===== src/rtl/serializer_pkg.sv =====
// Shared state encoding, default parameters and parity helper for the serial transmitter.
// Optional feature macro: PARITY_EN (appends one even-parity bit after the data bits).
package serializer_pkg;

    localparam int DEF_NUMB_DATA_BITS = 8;
    localparam int DEF_BIT_PERIOD     = 16;
    localparam int MAX_FRAME_BITS     = 64;

    typedef enum logic [1:0] {
        ST_IDLE   = 2'd0,
        ST_SHIFT  = 2'd1,
`ifdef PARITY_EN
        ST_PARITY = 2'd2,
`endif
        ST_DONE   = 2'd3
    } tx_state_e;

    // Even parity: the returned bit makes the total count of ones even.
    function automatic logic even_parity(input logic [MAX_FRAME_BITS-1:0] data);
        return ^data;
    endfunction

endpackage


===== src/rtl/tx_shift_reg.sv =====
// Frame shift register: parallel load, left shift with zero fill, MSB presented as the serial bit.
// Optional feature macro: PARITY_EN (no local effect; parity words are loaded by the sequencer).
import serializer_pkg::*;

module tx_shift_reg #(
    parameter int Width = 2 * DEF_NUMB_DATA_BITS
) (
    input  logic             Clk,
    input  logic             ClrN,
    input  logic             load,
    input  logic             shift,
    input  logic             clr,
    input  logic [Width-1:0] din,
    output logic             msb
);

    logic [Width-1:0] sr_r;

    // Clear has priority over load, load over shift.
    always_ff @(posedge Clk or negedge ClrN) begin
        if (!ClrN) begin
            sr_r <= {Width{1'b0}};
        end else if (clr) begin
            sr_r <= {Width{1'b0}};
        end else if (load) begin
            sr_r <= din;
        end else if (shift) begin
            sr_r <= {sr_r[Width-2:0], 1'b0};
        end else begin
            sr_r <= sr_r;
        end
    end

    assign msb = sr_r[Width-1];

endmodule


===== src/rtl/serial_tx_sequencer.sv =====
// Sends {Input1,Input2} MSB-first, each bit held BitPeriod cycles, then pulses Done.
// Optional feature macro: PARITY_EN (adds a PARITY state carrying one even-parity bit).
import serializer_pkg::*;

module serial_tx_sequencer #(
    parameter int NumbDataBits = DEF_NUMB_DATA_BITS,
    parameter int BitPeriod    = DEF_BIT_PERIOD
) (
    input  logic                    Clk,
    input  logic                    ClrN,
    input  logic [NumbDataBits-1:0] Input1,
    input  logic [NumbDataBits-1:0] Input2,
    input  logic                    Start,
    input  logic                    Abort,
    output logic                    Busy,
    output logic                    BitStrobe,
    output logic                    OutputBit,
    output logic                    Done
);

    localparam int FrameBits = 2 * NumbDataBits;
    localparam int BcWidth   = $clog2(FrameBits + 1);
    localparam int PcWidth   = (BitPeriod > 1) ? $clog2(BitPeriod) : 1;
    localparam logic [BcWidth-1:0] BC_LAST = BcWidth'(FrameBits - 1);
    localparam logic [PcWidth-1:0] PC_LAST = PcWidth'(BitPeriod - 1);

    tx_state_e          state_r;
    logic [BcWidth-1:0] bc_r;
    logic [PcWidth-1:0] pc_r;
    logic               busy_r;
    logic               strobe_r;
    logic               done_r;
`ifdef PARITY_EN
    logic               parity_r;
`endif

    logic [FrameBits-1:0] frame_s;
    logic [FrameBits-1:0] sr_din_s;
    logic                 sr_load_s;
    logic                 sr_shift_s;
    logic                 sr_clr_s;
    logic                 accept_s;
    logic                 period_end_s;
    logic                 last_bit_s;

    assign frame_s      = {Input1, Input2};
    assign accept_s     = (state_r == ST_IDLE) && Start && !Abort;
    assign period_end_s = (pc_r == PC_LAST);
    assign last_bit_s   = (bc_r == BC_LAST);

    // Shift-register commands mirror the transitions taken by the FSM below.
    always_comb begin
        sr_load_s  = 1'b0;
        sr_shift_s = 1'b0;
        sr_clr_s   = 1'b0;
        sr_din_s   = frame_s;
        case (state_r)
            ST_IDLE: begin
                if (accept_s) sr_load_s = 1'b1;
                else          sr_load_s = 1'b0;
            end
            ST_SHIFT: begin
                if (Abort) begin
                    sr_clr_s = 1'b1;
                end else if (period_end_s && last_bit_s) begin
`ifdef PARITY_EN
                    sr_load_s = 1'b1;
                    sr_din_s  = {parity_r, {(FrameBits-1){1'b0}}};
`else
                    sr_clr_s  = 1'b1;
`endif
                end else if (period_end_s) begin
                    sr_shift_s = 1'b1;
                end else begin
                    sr_shift_s = 1'b0;
                end
            end
`ifdef PARITY_EN
            ST_PARITY: begin
                if (Abort || period_end_s) sr_clr_s = 1'b1;
                else                       sr_clr_s = 1'b0;
            end
`endif
            default: sr_clr_s = 1'b1;
        endcase
    end

    tx_shift_reg #(.Width(FrameBits)) u_shift (
        .Clk   (Clk),
        .ClrN  (ClrN),
        .load  (sr_load_s),
        .shift (sr_shift_s),
        .clr   (sr_clr_s),
        .din   (sr_din_s),
        .msb   (OutputBit)
    );

    // Frame FSM with bit/period counters; strobe and done default low so they only pulse.
    always_ff @(posedge Clk or negedge ClrN) begin
        if (!ClrN) begin
            state_r  <= ST_IDLE;
            bc_r     <= {BcWidth{1'b0}};
            pc_r     <= {PcWidth{1'b0}};
            busy_r   <= 1'b0;
            strobe_r <= 1'b0;
            done_r   <= 1'b0;
`ifdef PARITY_EN
            parity_r <= 1'b0;
`endif
        end else begin
            strobe_r <= 1'b0;
            done_r   <= 1'b0;
            case (state_r)
                ST_IDLE: begin
                    if (accept_s) begin
                        state_r  <= ST_SHIFT;
                        bc_r     <= {BcWidth{1'b0}};
                        pc_r     <= {PcWidth{1'b0}};
                        busy_r   <= 1'b1;
                        strobe_r <= 1'b1;
`ifdef PARITY_EN
                        parity_r <= even_parity(MAX_FRAME_BITS'(frame_s));
`endif
                    end else begin
                        busy_r <= 1'b0;
                    end
                end
                ST_SHIFT: begin
                    if (Abort) begin
                        state_r <= ST_IDLE;
                        busy_r  <= 1'b0;
                        bc_r    <= {BcWidth{1'b0}};
                        pc_r    <= {PcWidth{1'b0}};
                    end else if (period_end_s) begin
                        pc_r <= {PcWidth{1'b0}};
                        if (last_bit_s) begin
                            bc_r <= {BcWidth{1'b0}};
`ifdef PARITY_EN
                            state_r  <= ST_PARITY;
                            strobe_r <= 1'b1;
`else
                            state_r  <= ST_DONE;
                            done_r   <= 1'b1;
`endif
                        end else begin
                            bc_r     <= bc_r + BcWidth'(1);
                            strobe_r <= 1'b1;
                        end
                    end else begin
                        pc_r <= pc_r + PcWidth'(1);
                    end
                end
`ifdef PARITY_EN
                ST_PARITY: begin
                    if (Abort) begin
                        state_r <= ST_IDLE;
                        busy_r  <= 1'b0;
                        pc_r    <= {PcWidth{1'b0}};
                    end else if (period_end_s) begin
                        state_r <= ST_DONE;
                        done_r  <= 1'b1;
                        pc_r    <= {PcWidth{1'b0}};
                    end else begin
                        pc_r <= pc_r + PcWidth'(1);
                    end
                end
`endif
                ST_DONE: begin
                    state_r <= ST_IDLE;
                    busy_r  <= 1'b0;
                end
                default: begin
                    state_r <= ST_IDLE;
                    busy_r  <= 1'b0;
                    bc_r    <= {BcWidth{1'b0}};
                    pc_r    <= {PcWidth{1'b0}};
                end
            endcase
        end
    end

    assign Busy      = busy_r;
    assign BitStrobe = strobe_r;
    assign Done      = done_r;

endmodule


===== config.mk =====
export PLATFORM = sky130hd
export DESIGN_NAME = serial_tx_sequencer
export DESIGN_NICKNAME = d
export VERILOG_FILES = /design/src/rtl/serializer_pkg.sv /design/src/rtl/tx_shift_reg.sv /design/src/rtl/serial_tx_sequencer.sv
export SDC_FILE = /design/constraint.sdc
export NUM_CORES = 1
export LEC_CHECK = 0
export BUFFER_PORTS_ARGS = -buffer_cell sky130_fd_sc_hd__buf_4
export CAP_MARGIN = 20
export CORE_MARGIN = 5
export CORE_UTILIZATION = 50
export DETAILED_ROUTE_END_ITERATION = 10
export PLACE_DENSITY = 0.82
export SYNTH_ARGS = -nofsm -noshare
export SYNTH_HDL_FRONTEND = slang
export SYNTH_HIERARCHICAL = 1
export SYNTH_SLANG_ARGS = --single-unit

===== constraint.sdc =====
create_clock -name Clk -period 2.6 [get_ports Clk]
set_input_delay 0.52 -clock Clk [delete_from_list [all_inputs] [get_ports Clk]]
set_output_delay 0.52 -clock Clk [all_outputs]
set_load 0.1 [all_outputs]

==> impl_metrics.py <==
metrics = {
    "status": {
        "status": "complete, no violations",
    },
    "timing": {
        "slew_headroom_pct": 67.6,
        "min_period_ns": 1.94,
        "tightest_slew_ns": 0.485,
        "hold_viol_final": 0,
        "rsz0062_at_grt": "no",
        "fin_setup_tns_ns": 0,
        "fin_crit_sh_pct": 74.7,
        "drv_slew": 0,
        "finalSetupViolCount": 0,
        "max_freq_mhz": 515,
        "setup_slack_ns": 0.657,
        "clock-skew-final_ns": 0.00787,
    },
    "floorplan": {
        "core.rowCount": 20,
        "ios": 24,
        "design.die.area_sq_um": 4370,
        "coreArea_sq_um": 3030,
        "initial_core_util_pct": 51.9,
        "die_y_um": 66.1,
        "chipWidth_um": 66.1,
    },
    "synth": {
        "synthSimpleGateAreaFrac_pct": 16.9,
        "synth_area_sq_um": 1570,
        "ys_ff_latch": 30,
        "postSynth.asyncResetShare_pct": 100,
        "synth-compound-area-share_pct": 17.2,
        "synthCells": 145,
        "ys.flop_type": "dfrtp_1",
        "syn_avg_cell_area_sq_um": 10.8,
        "synth_xor_area_share_pct": 0,
        "synth_fa_ha_area_share_pct": 1.59,
        "synth_fp_nets": 167,
        "synth_top_family_by_area": "compound AO/OA/AOI/OAI gates",
        "yosysSeqAreaShare_pct": 47.7,
        "synth_cell_type_count": 38,
        "synthMuxAreaShare_pct": 10.2,
        "ys_warn_count": 6,
        "synth_edf_count": 0,
    },
    "routing": {
        "dr.first_iter.drc_count": 45,
        "ant_nets": 0,
        "wire_per_inst_um": 14.7,
        "via_per_inst": 5.45,
        "wirelength_um": 3220,
        "vias": 1194,
        "dr.pass1.iters": 4,
        "drc": 0,
    },
    "global_routing": {
        "antenna_found_initial": 0,
        "grt_overflow": 0,
        "grt_max_degree": 31,
        "grt_pass1_vias": 1170,
        "grt_usage_pct": 16.7,
        "grt_pass1_wl_um": 5410,
    },
    "layout": {
        "drive_gt1_share_pct": 25.1,
        "antenna_cells": 0,
        "nets": 196,
        "utilization_pct": 61.2,
        "areaGrowthSynthToFinish_pct": 17.8,
        "fill_cells": 263,
        "layout_commonest_cell": "dfrtp_1",
        "mostFrequentLayoutCells": "30 x dfrtp_1, 29 x buf_4, 16 x mux2i_1",
        "fin_cells": 219,
    },
    "placement": {
        "dp_slack_ns": 0.675,
        "placedCellCount": 211,
        "dpl.hpwl_um": 2360,
        "port_buffers": 23,
        "gp_congestion": 0.770,
    },
    "clocking": {
        "insertion_delay_ns": 0.34,
        "cts.repair.resized": 0,
        "cts-htree-levels": 2,
        "postCtsHoldBufs": 0,
        "cts_sinks": 30,
        "path_clk_slew_ns": 0.10,
        "cts_buffer_depth": 2,
        "cts.root.buffer_cell": "clkbuf_4",
        "numCtsBuffers": 5,
        "cts_tree": "built",
        "post_cts_buffers": 0,
    },
    "power": {
        "p_per_area_nw_per_um2": 550,
        "p_leak_nw": 0.778,
        "irDropWorstVdd_mv": 0.277,
    },
    "setup_path": {
        "cp.required_ns": 2.87,
        "arrival_ns": 2.21,
        "r2r-end": "u_shift/sr_r[0]$_DFFE_PN0P_",
        "reg2reg_slack_ns": 0.66,
        "r2r.worst_path.cells": 7,
        "cp_top_family": "simple AND/OR/NAND/NOR gates",
        "critical_path.cell_chain": "ha_1 -> and3_1 -> nand3_1 -> inv_1 -> buf_4 -> or3b_1 -> a21oi_1",
        "path_class": "reg2reg",
        "critPathBufInv": 2,
        "end_kind": "flip-flop",
        "slowest_delay_ns": 0.42,
        "worst_path_max_delay_cell": "dfrtp_1",
        "reg2reg_from": "pc_r[0]$_DFFE_PN0P_",
        "path_max_fanout": 9,
        "critPathLaunchType": "flip-flop",
    },
    "flow_run": {
        "cap_viol_max_count": 0,
    },
    "hold_path": {
        "hold_class": "in2async",
    },
}
-- flip-flops by register name, indices dropped and copies added (netlist names) --
name	flops
state_r	2
BitStrobe	1
bc_r	5
pc_r	4
Done	1
Busy	1
u_shift/sr_r	16
-- how the worst max path moves through the flow --
stage          cells past startpoint           startpoint  slack (ns)                           end
6_report                           7  pc_r[0]$_DFFE_PN0P_        0.66   u_shift/sr_r[0]$_DFFE_PN0P_
5_1_grt                            7  bc_r[0]$_DFFE_PN0P_        0.54   u_shift/sr_r[0]$_DFFE_PN0P_
4_1_cts                            7  bc_r[0]$_DFFE_PN0P_        0.65   u_shift/sr_r[0]$_DFFE_PN0P_
3_5_place_dp                       7  pc_r[0]$_DFFE_PN0P_        0.67   u_shift/sr_r[0]$_DFFE_PN0P_
3_3_place_gp                       7  pc_r[0]$_DFFE_PN0P_        0.71   u_shift/sr_r[0]$_DFFE_PN0P_
2_1_floorplan                      4                Abort        0.61  u_shift/sr_r[10]$_DFFE_PN0P_
-- area by class of cell --
cell class                      instances  area, sq um  area share (%)
Tap cell                               44         55.1            2.97
Timing Repair Buffer                   29          218            11.7
Clock inverter                          2         12.5           0.675
Clock buffer                            6         51.3            2.77
Multi-Input combinational cell         98          728            39.3
Inverter                               10         37.5            2.03
Sequential cell                        30          751            40.5
-- stage by stage --
step / hold slack (ns) / power (mW) / cell area [sq um]
global placement: 0.463 / 0.721 / 1790
global route: 0.0943 / 1.08 / 1850
finish: 0.0924 / 1.02 / 1850
floorplan: 0.224 / 0.664 / 1570
CTS: 0.0960 / 1.03 / 1850
detailed placement: 0.469 / 0.731 / 1790
-- report_power, final --
part | total (mW) | switching, mW | leakage, nW | internal [mW]
logic | 0.180 | 0.101 | 0.353 | 0.0790
clock network | 0.299 | 0.170 | 0.0343 | 0.130
registers | 0.540 | 0.0283 | 0.390 | 0.512
-- cell families after synthesis --
kind of cell	count (synthesis)
fa+ha+maj	2
mux	16
simple gates	44
buf+inv	17
compound gates	36
flops	30
-- Yosys cell counts (2+ instances only) --
master / n / share of area [%]
mux2i_1: 16 / 10
nand2_1: 6 / 1.4
and3_1: 2 / 0.80
nor2b_1: 15 / 6.0
o21ai_0: 4 / 1.3
a221oi_1: 2 / 1.1
nor2_1: 4 / 0.95
buf_6: 2 / 1.4
a211oi_2: 3 / 2.4
ha_1: 2 / 1.6
dfrtp_1: 30 / 48
clkbuf_1: 2 / 0.48
o211ai_1: 2 / 0.95
nand3_1: 6 / 1.9
a211oi_1: 12 / 5.7
a21oi_1: 4 / 1.3
nand2b_1: 2 / 0.80
a31oi_1: 2 / 0.80
inv_1: 10 / 2.4
-- per-layer routing --
metal	vias up	wire length [um]	global-route usage [%]
li1	583	-	-
met1	576	1350	19.0
met3	6	174	6.46
met4	0	56	6.85
met2	29	1640	27.8
met5	-	0	0
Note: power is estimated with default switching activity, not from simulation.
